**config.mk**
```make
export PLATFORM = sky130hd
export DESIGN_NAME = id_scoreboard
export DESIGN_NICKNAME = d
export VERILOG_FILES = /design/src/rtl/id_pkg.sv /design/src/rtl/id_scoreboard_sb_match.sv /design/src/rtl/id_scoreboard.sv
export SDC_FILE = /design/constraint.sdc
export NUM_CORES = 1
export LEC_CHECK = 0
export CAP_MARGIN = 40
export CORE_AREA = 2 2 68 54
export DETAILED_ROUTE_END_ITERATION = 6
export DIE_AREA = 0 0 70 56
export PLACE_DENSITY = 0.65
export SYNTH_ARGS = -nofsm -noshare
export SYNTH_HDL_FRONTEND = slang
export SYNTH_SLANG_ARGS = --single-unit
```
**constraint.sdc**
```tcl
create_clock -name clk -period 1.3 [get_ports clk]
set_input_delay 0.195 -clock clk [delete_from_list [all_inputs] [get_ports clk]]
set_output_delay 0.195 -clock clk [all_outputs]
set_load 0.05 [all_outputs]
```
**src/rtl/id_pkg.sv**
```systemverilog
// id_pkg: shared types and helpers for the ID-stage scoreboard.
//   sb_entry_t  : one in-flight producer {valid, rw, cnt}
//   SEL_REGFILE : operand select value meaning "read the register file"
//   sel_w()     : width of a forwarding select for a given scoreboard depth
// The entry field widths follow the default NREG/LAT_W; a build that changes
// those parameters must change ID_NREG/ID_LAT_W here to match.
package id_pkg;
  localparam int ID_NREG     = 32;
  localparam int ID_AW       = $clog2(ID_NREG);
  localparam int ID_LAT_W    = 3;
  localparam int SEL_REGFILE = 0;

  typedef struct packed {
    logic                valid;
    logic [ID_AW-1:0]    rw;
    logic [ID_LAT_W-1:0] cnt;   // cycles left until the result is forwardable
  } sb_entry_t;

  function automatic int sel_w(input int depth);
    return $clog2(depth + 1);
  endfunction
endpackage

```
**src/rtl/id_scoreboard_sb_match.sv**
```systemverilog
// sb_match: priority matcher of one source operand against the scoreboard.
//   src, use_src : source register and whether it is actually read
//   ents         : scoreboard entries, index 0 = youngest (EX)
//   hazard       : source must wait (result not yet forwardable)
//   sel          : 0 = register file, k = forward from entry k-1
// Macro ID_SB_FWD_EN: when undefined, every match is a hazard and sel stays 0.
module sb_match
  import id_pkg::*;
#(
  parameter int DEPTH = 3
)(
  input  logic                     [ID_AW-1:0] src,
  input  logic                                 use_src,
  input  sb_entry_t                [DEPTH-1:0] ents,
  output logic                                 hazard,
  output logic        [sel_w(DEPTH)-1:0]       sel
);
  localparam int SW = sel_w(DEPTH);

  // Scan oldest to youngest so the youngest match is the last one written.
  always_comb begin
    hazard = 1'b0;
    sel    = SW'(SEL_REGFILE);
    if (use_src && src != '0) begin
      for (int i = DEPTH-1; i >= 0; i--) begin
        if (ents[i].valid && ents[i].rw == src) begin
`ifdef ID_SB_FWD_EN
          if (ents[i].cnt == '0) begin
            hazard = 1'b0;
            sel    = SW'(i + 1);
          end else begin
            hazard = 1'b1;
            sel    = SW'(SEL_REGFILE);
          end
`else
          hazard = 1'b1;
`endif
        end
      end
    end
  end

`ifndef ID_SB_FWD_EN
  logic unused_ents;
  assign unused_ents = ^ents;
`endif
endmodule

```
**src/rtl/id_scoreboard.sv**
```systemverilog
// id_scoreboard: ID-stage hazard and forwarding unit built on a shift-register
// scoreboard of DEPTH in-flight destinations (entry 0 = EX ... DEPTH-1 = WB).
//   clk, reset        : clock, synchronous active-high reset
//   id_valid          : ID instruction is real
//   rs/rt, use_rs/rt  : source fields and their read enables
//   rw, wr_en, lat    : destination, write enable, forwarding latency
//   flush             : kill in-flight entries and the ID instruction
//   stall             : hold IF/ID, bubble into EX
//   op_a_sel/op_b_sel : 0 = register file, k = forward from entry k-1
//   busy              : any valid entry
// Macro ID_SB_FWD_EN enables forwarding and the countdown; without it,
// consumers wait until the producer retires and read the register file.
module id_scoreboard
  import id_pkg::*;
#(
  parameter int XLEN  = 32,
  parameter int NREG  = ID_NREG,
  parameter int DEPTH = 3,
  parameter int LAT_W = ID_LAT_W
)(
  input  logic                       clk,
  input  logic                       reset,
  input  logic                       id_valid,
  input  logic [$clog2(NREG)-1:0]    rs,
  input  logic [$clog2(NREG)-1:0]    rt,
  input  logic                       use_rs,
  input  logic                       use_rt,
  input  logic [$clog2(NREG)-1:0]    rw,
  input  logic                       wr_en,
  input  logic [LAT_W-1:0]           lat,
  input  logic                       flush,
  output logic                       stall,
  output logic [sel_w(DEPTH)-1:0]    op_a_sel,
  output logic [sel_w(DEPTH)-1:0]    op_b_sel,
  output logic                       busy
);
  // XLEN only exists so the parameter set matches the rest of the pipeline.
  if (XLEN <= 0) begin : g_xlen_unused
  end

  sb_entry_t [DEPTH-1:0] sb_q;
  sb_entry_t             push_ent;
  logic                  push, haz_a, haz_b;

  sb_match #(.DEPTH(DEPTH)) u_match_a (
    .src(ID_AW'(rs)), .use_src(use_rs), .ents(sb_q), .hazard(haz_a), .sel(op_a_sel)
  );
  sb_match #(.DEPTH(DEPTH)) u_match_b (
    .src(ID_AW'(rt)), .use_src(use_rt), .ents(sb_q), .hazard(haz_b), .sel(op_b_sel)
  );

  assign stall = (haz_a | haz_b) & id_valid & ~flush;
  // Push depends on stall, never the reverse, so no comb loop.
  assign push  = id_valid & wr_en & (rw != '0) & ~stall & ~flush;

  always_comb begin
    push_ent       = '0;
    push_ent.valid = push;
    push_ent.rw    = ID_AW'(rw);
`ifdef ID_SB_FWD_EN
    push_ent.cnt   = ID_LAT_W'(lat);
`endif
  end

`ifndef ID_SB_FWD_EN
  logic unused_lat;
  assign unused_lat = ^lat;
`endif

  always_ff @(posedge clk) begin
    if (reset || flush) begin
      sb_q <= '0;
    end else begin
      sb_q[0] <= push_ent;
      for (int i = 1; i < DEPTH; i++) begin
        sb_q[i].valid <= sb_q[i-1].valid;
        sb_q[i].rw    <= sb_q[i-1].rw;
`ifdef ID_SB_FWD_EN
        sb_q[i].cnt   <= (sb_q[i-1].cnt == '0) ? '0 : sb_q[i-1].cnt - 1'b1;
`else
        sb_q[i].cnt   <= '0;
`endif
      end
    end
  end

  always_comb begin
    busy = 1'b0;
    for (int i = 0; i < DEPTH; i++) busy = busy | sb_q[i].valid;
  end
endmodule

```
Word level (Yosys, flattened, before mapping)
Cells that the tools add are included.
- word-level logic and storage cells: 43
- input port bits: 25
- bits in registers: 18
- bitwise gates (word level): 11
- muxes and demuxes: 8
- reduce and logical (&&, ||, !) cells: 12
- equal/unequal tests: 6
- operators with widths (cell ; number):
    == test 5 bit ; 6
    nonzero test 5 bit ; 3
    logical AND 1 bit ; 8
    two-way mux 1 bit ; 8
    AND 1 bit ; 6
    OR 1 bit ; 3
    inverter 1 bit ; 2
    logical OR 1 bit ; 1

Depth between registers and ports, before layout
- depth in word-level cells: 12
- mapped depth: 5
- gate-level depth less buffers: 5

Hierarchy
A second synthesis with hierarchy kept.
- cells, all modules: 98
- area, all modules: 955.9 sq um
- by module, submodules not included (module ; times used ; cells an instance ; area an instance (sq um)):
    id_scoreboard ; 1 ; 44 ; 525.5
    sb_match ; 2 ; 27 ; 215.2

Least setup slack after synthesis
OpenSTA, ideal clock, no wires.
- path type: register -> output
- start: register sb_q[14] (netlist bit)
- end: output stall
- stages on the path, launching flop included: 6
- setup slack: -754 ps
- arrival time: 1859 ps
- cell sequence: dfxtp_1 -> xor2_1 -> nor4_1 -> nand3_1 -> a31o_2 -> a21oi_1
- word-level cells in the longest chain between the ends: 8
- ends and longest elaborated chain (element ; line ; source):
    start, declared ; id_scoreboard.sv:41 ; sb_entry_t [DEPTH-1:0] sb_q;
    == test 5 bit ; id_scoreboard_sb_match.sv:26 ; if (ents[i].valid && ents[i].rw == src) begin
    logical AND 1 bit ; id_scoreboard_sb_match.sv:26 ;
    two-way mux 1 bit (2 in a row) ; id_scoreboard_sb_match.sv:26 ;
    two-way mux 1 bit ; id_scoreboard_sb_match.sv:24 ; if (use_src && src != '0) begin
    OR 1 bit (*) ; id_scoreboard.sv:52 ; assign stall = (haz_a | haz_b) & id_valid & ~flush;
    AND 1 bit (*) (2 in a row) ; id_scoreboard.sv:52 ;
    end, declared ; id_scoreboard.sv:32 ; output logic stall,
Every way passes the cells marked *; elsewhere a longest branch is shown, timed or not.

Worst setup path after layout
- start: register sb_q[6] (netlist bit)
- end: output stall
- word-level cells in the longest chain between the ends: 7
- ends and longest elaborated chain (element ; line):
    == test 5 bit ; id_scoreboard_sb_match.sv:26
    logical AND 1 bit ; id_scoreboard_sb_match.sv:26
    two-way mux 1 bit ; id_scoreboard_sb_match.sv:26
    two-way mux 1 bit ; id_scoreboard_sb_match.sv:24
    OR 1 bit (*) ; id_scoreboard.sv:52
    AND 1 bit (*) (2 in a row) ; id_scoreboard.sv:52
Marks and branches as above.

==> metrics.md <==
| Metric | Value |
|---|---|
| CTS Buf Count | `3` |
| Least-Margin Pin Slew | `522 ps` |
| Dpl ws | `-831 ps` |
| Most frequent cells after synthesis | `xor2_1, dfxtp_1, and2_1` |
| Skew final | `5.31 ps` |
| CP Class | `reg -> out` |
| Required @ worst endpoint | `1110 ps` |
| Post-synthesis sequential area ratio | `0.390` |
| Sink Count | `18` |
| Largest net degree at the start of global routing | `18` |
| Min Tclk post-route | `2000 ps` |
| Reg area | `368 sq um` |
| Nets | `156` |
| Antenna-violating nets left | `0` |
| Async S/R FF share, synth | `0` |
| PD cells | `915 nW/um^2` |
| Finished Core Util | `0.426` |
| Port bufs | `23` |
| DP HPWL | `1720 um` |
| Ant. Diodes | `0` |
| Drt total wl | `2280 um` |
| Mapped Cells | `96` |
| Net Sw Frac | `0.251` |
| Slew HR | `0.652` |
| Hold path depth | `1` |
| Drt wl/cell | `13.4 um` |
| Vias in the first global route | `795` |
| Initial DRC count | `18` |
| Die width | `70 um` |
| Tcrit/Tclk final | `1.54` |
| Die height | `56 um` |
| Most common cell in the netlist | `xor2_1` |
| Synth area leader | `dfxtp_1` |
| Gate power share | `0.170` |
| First-pass GRT wire length | `3750 um` |
| Cell Area, Synth | `925 sq um` |
| Synth-to-Final Area Change | `47.2%` |
| Gr usage total | `0.126` |
| Biggest register | `sb_q` |
| Grt total ovfl | `0` |
| Die area | `3920 sq um` |
| Flop pwr share | `0.460` |
| Syn avg cell area | `9.63 sq um` |
| Violated checks | `setup timing` |
| I/O Pins | `31` |
| CTS tree | `built` |
| FP Rows | `18` |
| Switching Power | `312 uW` |
| Ys flop type | `dfxtp_1` |
| Hold Vio Cnt, Final | `0` |
| Max reg flops | `18` |
| Number of synthesized flops with an enable pin | `0` |
| Regs by FF count | `sb_q x18` |
| Routed vias/inst | `4.60` |
| Worst R2R Path Depth | `5` |
| Synth top area share | `0.390` |
| Area of the multi-input gates | `588 sq um` |
| CP Max Fanout | `3` |
| RSZ-0062 raised after global routing | `true` |
| Core area | `3200 sq um` |
| Hold Crit Class | `reg -> reg` |
| Smallest setup slack after layout | `-697 ps` |
| Clock-pin transition on the worst setup and hold timing paths | `70 ps` |
| Outcome | `finished with violations` |
| Max Freq | `501 MHz` |
| 1st-pass router iterations | `4` |
| H-tree Lvls | `1` |
| Gpl congestion | `0.858` |
| Clk pwr share | `0.370` |
| Initial antenna violation count | `0` |
| Final setup fails | `3` |
| # fillers | `312` |
| Setup crit start kind | `flip-flop` |
| Initial Util | `0.289` |
| Max IR drop VDD | `0.405 mV` |
| CP arrival | `1800 ps` |
| Synth warnings | `0` |
| Clk_lat worst skew | `260 ps` |
| CTS root buffer | `clkbuf_8` |
| Residual DRC | `0` |
| Final Max Tran Viols | `0` |
| Deepest clock path buffer count | `2` |
| Maximum capacitance violations | `0` |
| Synthesized flop and latch total | `18` |
| Leakage | `0.574 nW` |
| Worst setup EP type | `primary output` |
| Top cells by area, synth | `dfxtp_1, xor2_1, and2_1` |
| Synth cell types | `19` |
| Via count | `782` |
| Layout cells sized above 1 | `0.215` |
| Internal power | `934 uW` |
==> power by group through the flow <==
stage | logic, mW | registers, mW | clock network, mW
2_1_floorplan | 0.105 | 0.584 | 0
3_3_place_gp | 0.207 | 0.586 | 0
3_5_place_dp | 0.208 | 0.586 | 0
4_1_cts | 0.204 | 0.574 | 0.477
5_1_grt | 0.225 | 0.575 | 0.506
6_report | 0.211 | 0.574 | 0.461
==> worst max-delay path: stages (launching register included) <==
cell and delay (ps):
dfxtp_1 340, xor2_1 180, nor4_2 320, nand3_1 130, a31o_4 250, a21oi_4 170
buf_12 150
==> cell type report <==
class                   instances  area share
repair buffers                 32       0.221
multi-input cells              76       0.432
flip-flops and latches         18       0.270
well taps                      40      0.0368
clock buffers                   4      0.0404
==> worst paths after layout <==
check	startpoint	end	slack [ps]
worst min-delay path	sb_q[17]	sb_q[26]	490
worst max register to register	sb_q[6]	sb_q[8]	-140
worst max-delay path	sb_q[6]	stall	-700
worst min register to register	sb_q[17]	sb_q[26]	490
==> stage by stage <==
step	setup TNS, ps	instances	power (mW)	hold WS (ps)	cell area (sq um)
after floorplan	-285	99	0.689	317	951
final	-870	170	1.25	491	1360
after global placement	-5960	165	0.792	470	1260
after detailed placement	-5720	165	0.794	488	1260
after CTS	-900	170	1.26	512	1340
after global routing	-1020	170	1.31	503	1360
==> cell usage in the layout (no fill, tap or decap), types with 2 or more instances in the layout <==
cell | netlist | layout
xor2_1 | 24 | 24
and2_1 | 17 | 17
dfxtp_1 | 18 | 12
clkdlybuf4s50_1 | 0 | 11
dlygate4sd2_1 | 0 | 10
buf_4 | 4 | 9
xnor2_1 | 6 | 6
nand3_1 | 6 | 6
dfxtp_2 | 0 | 6
conb_1 | 1 | 4
clkbuf_8 | 0 | 4
nor4_2 | 0 | 3
nor4_1 | 6 | 3
or4_1 | 3 | 3
o21ai_1 | 2 | 2
==> cell families (layout without fill, tap and decap cells) <==
group           after synthesis  after routing  share of synthesized area
buf+inv                       5             36                     0.0365
simple gates                 36             36                      0.238
flops                        18             18                      0.390
xor+xnor                     30             30                      0.284
other cells                   1              4                    0.00406
compound gates                6              6                     0.0474
==> layer usage <==
metal  GRT usage  routed length, um  vias up
met2       0.205               1150       21
li1            -                  -      382
met3      0.0507                125        5
met1       0.140                966      374
met5           0                  0        -
met4      0.0714                 33        0
==> repair_timing <==
| action | in CTS | in global routing |
|---|---|---|
| cloned | 0 | 0 |
| endpoints found under the setup margin | 3 | 20 |
| hold buffers | 0 | 0 |
| gates resized for setup | 15 | 6 |
| buffers inserted | 1 | 0 |
| pin swaps | 7 | 8 |
Power figures use the tool's default switching activity.
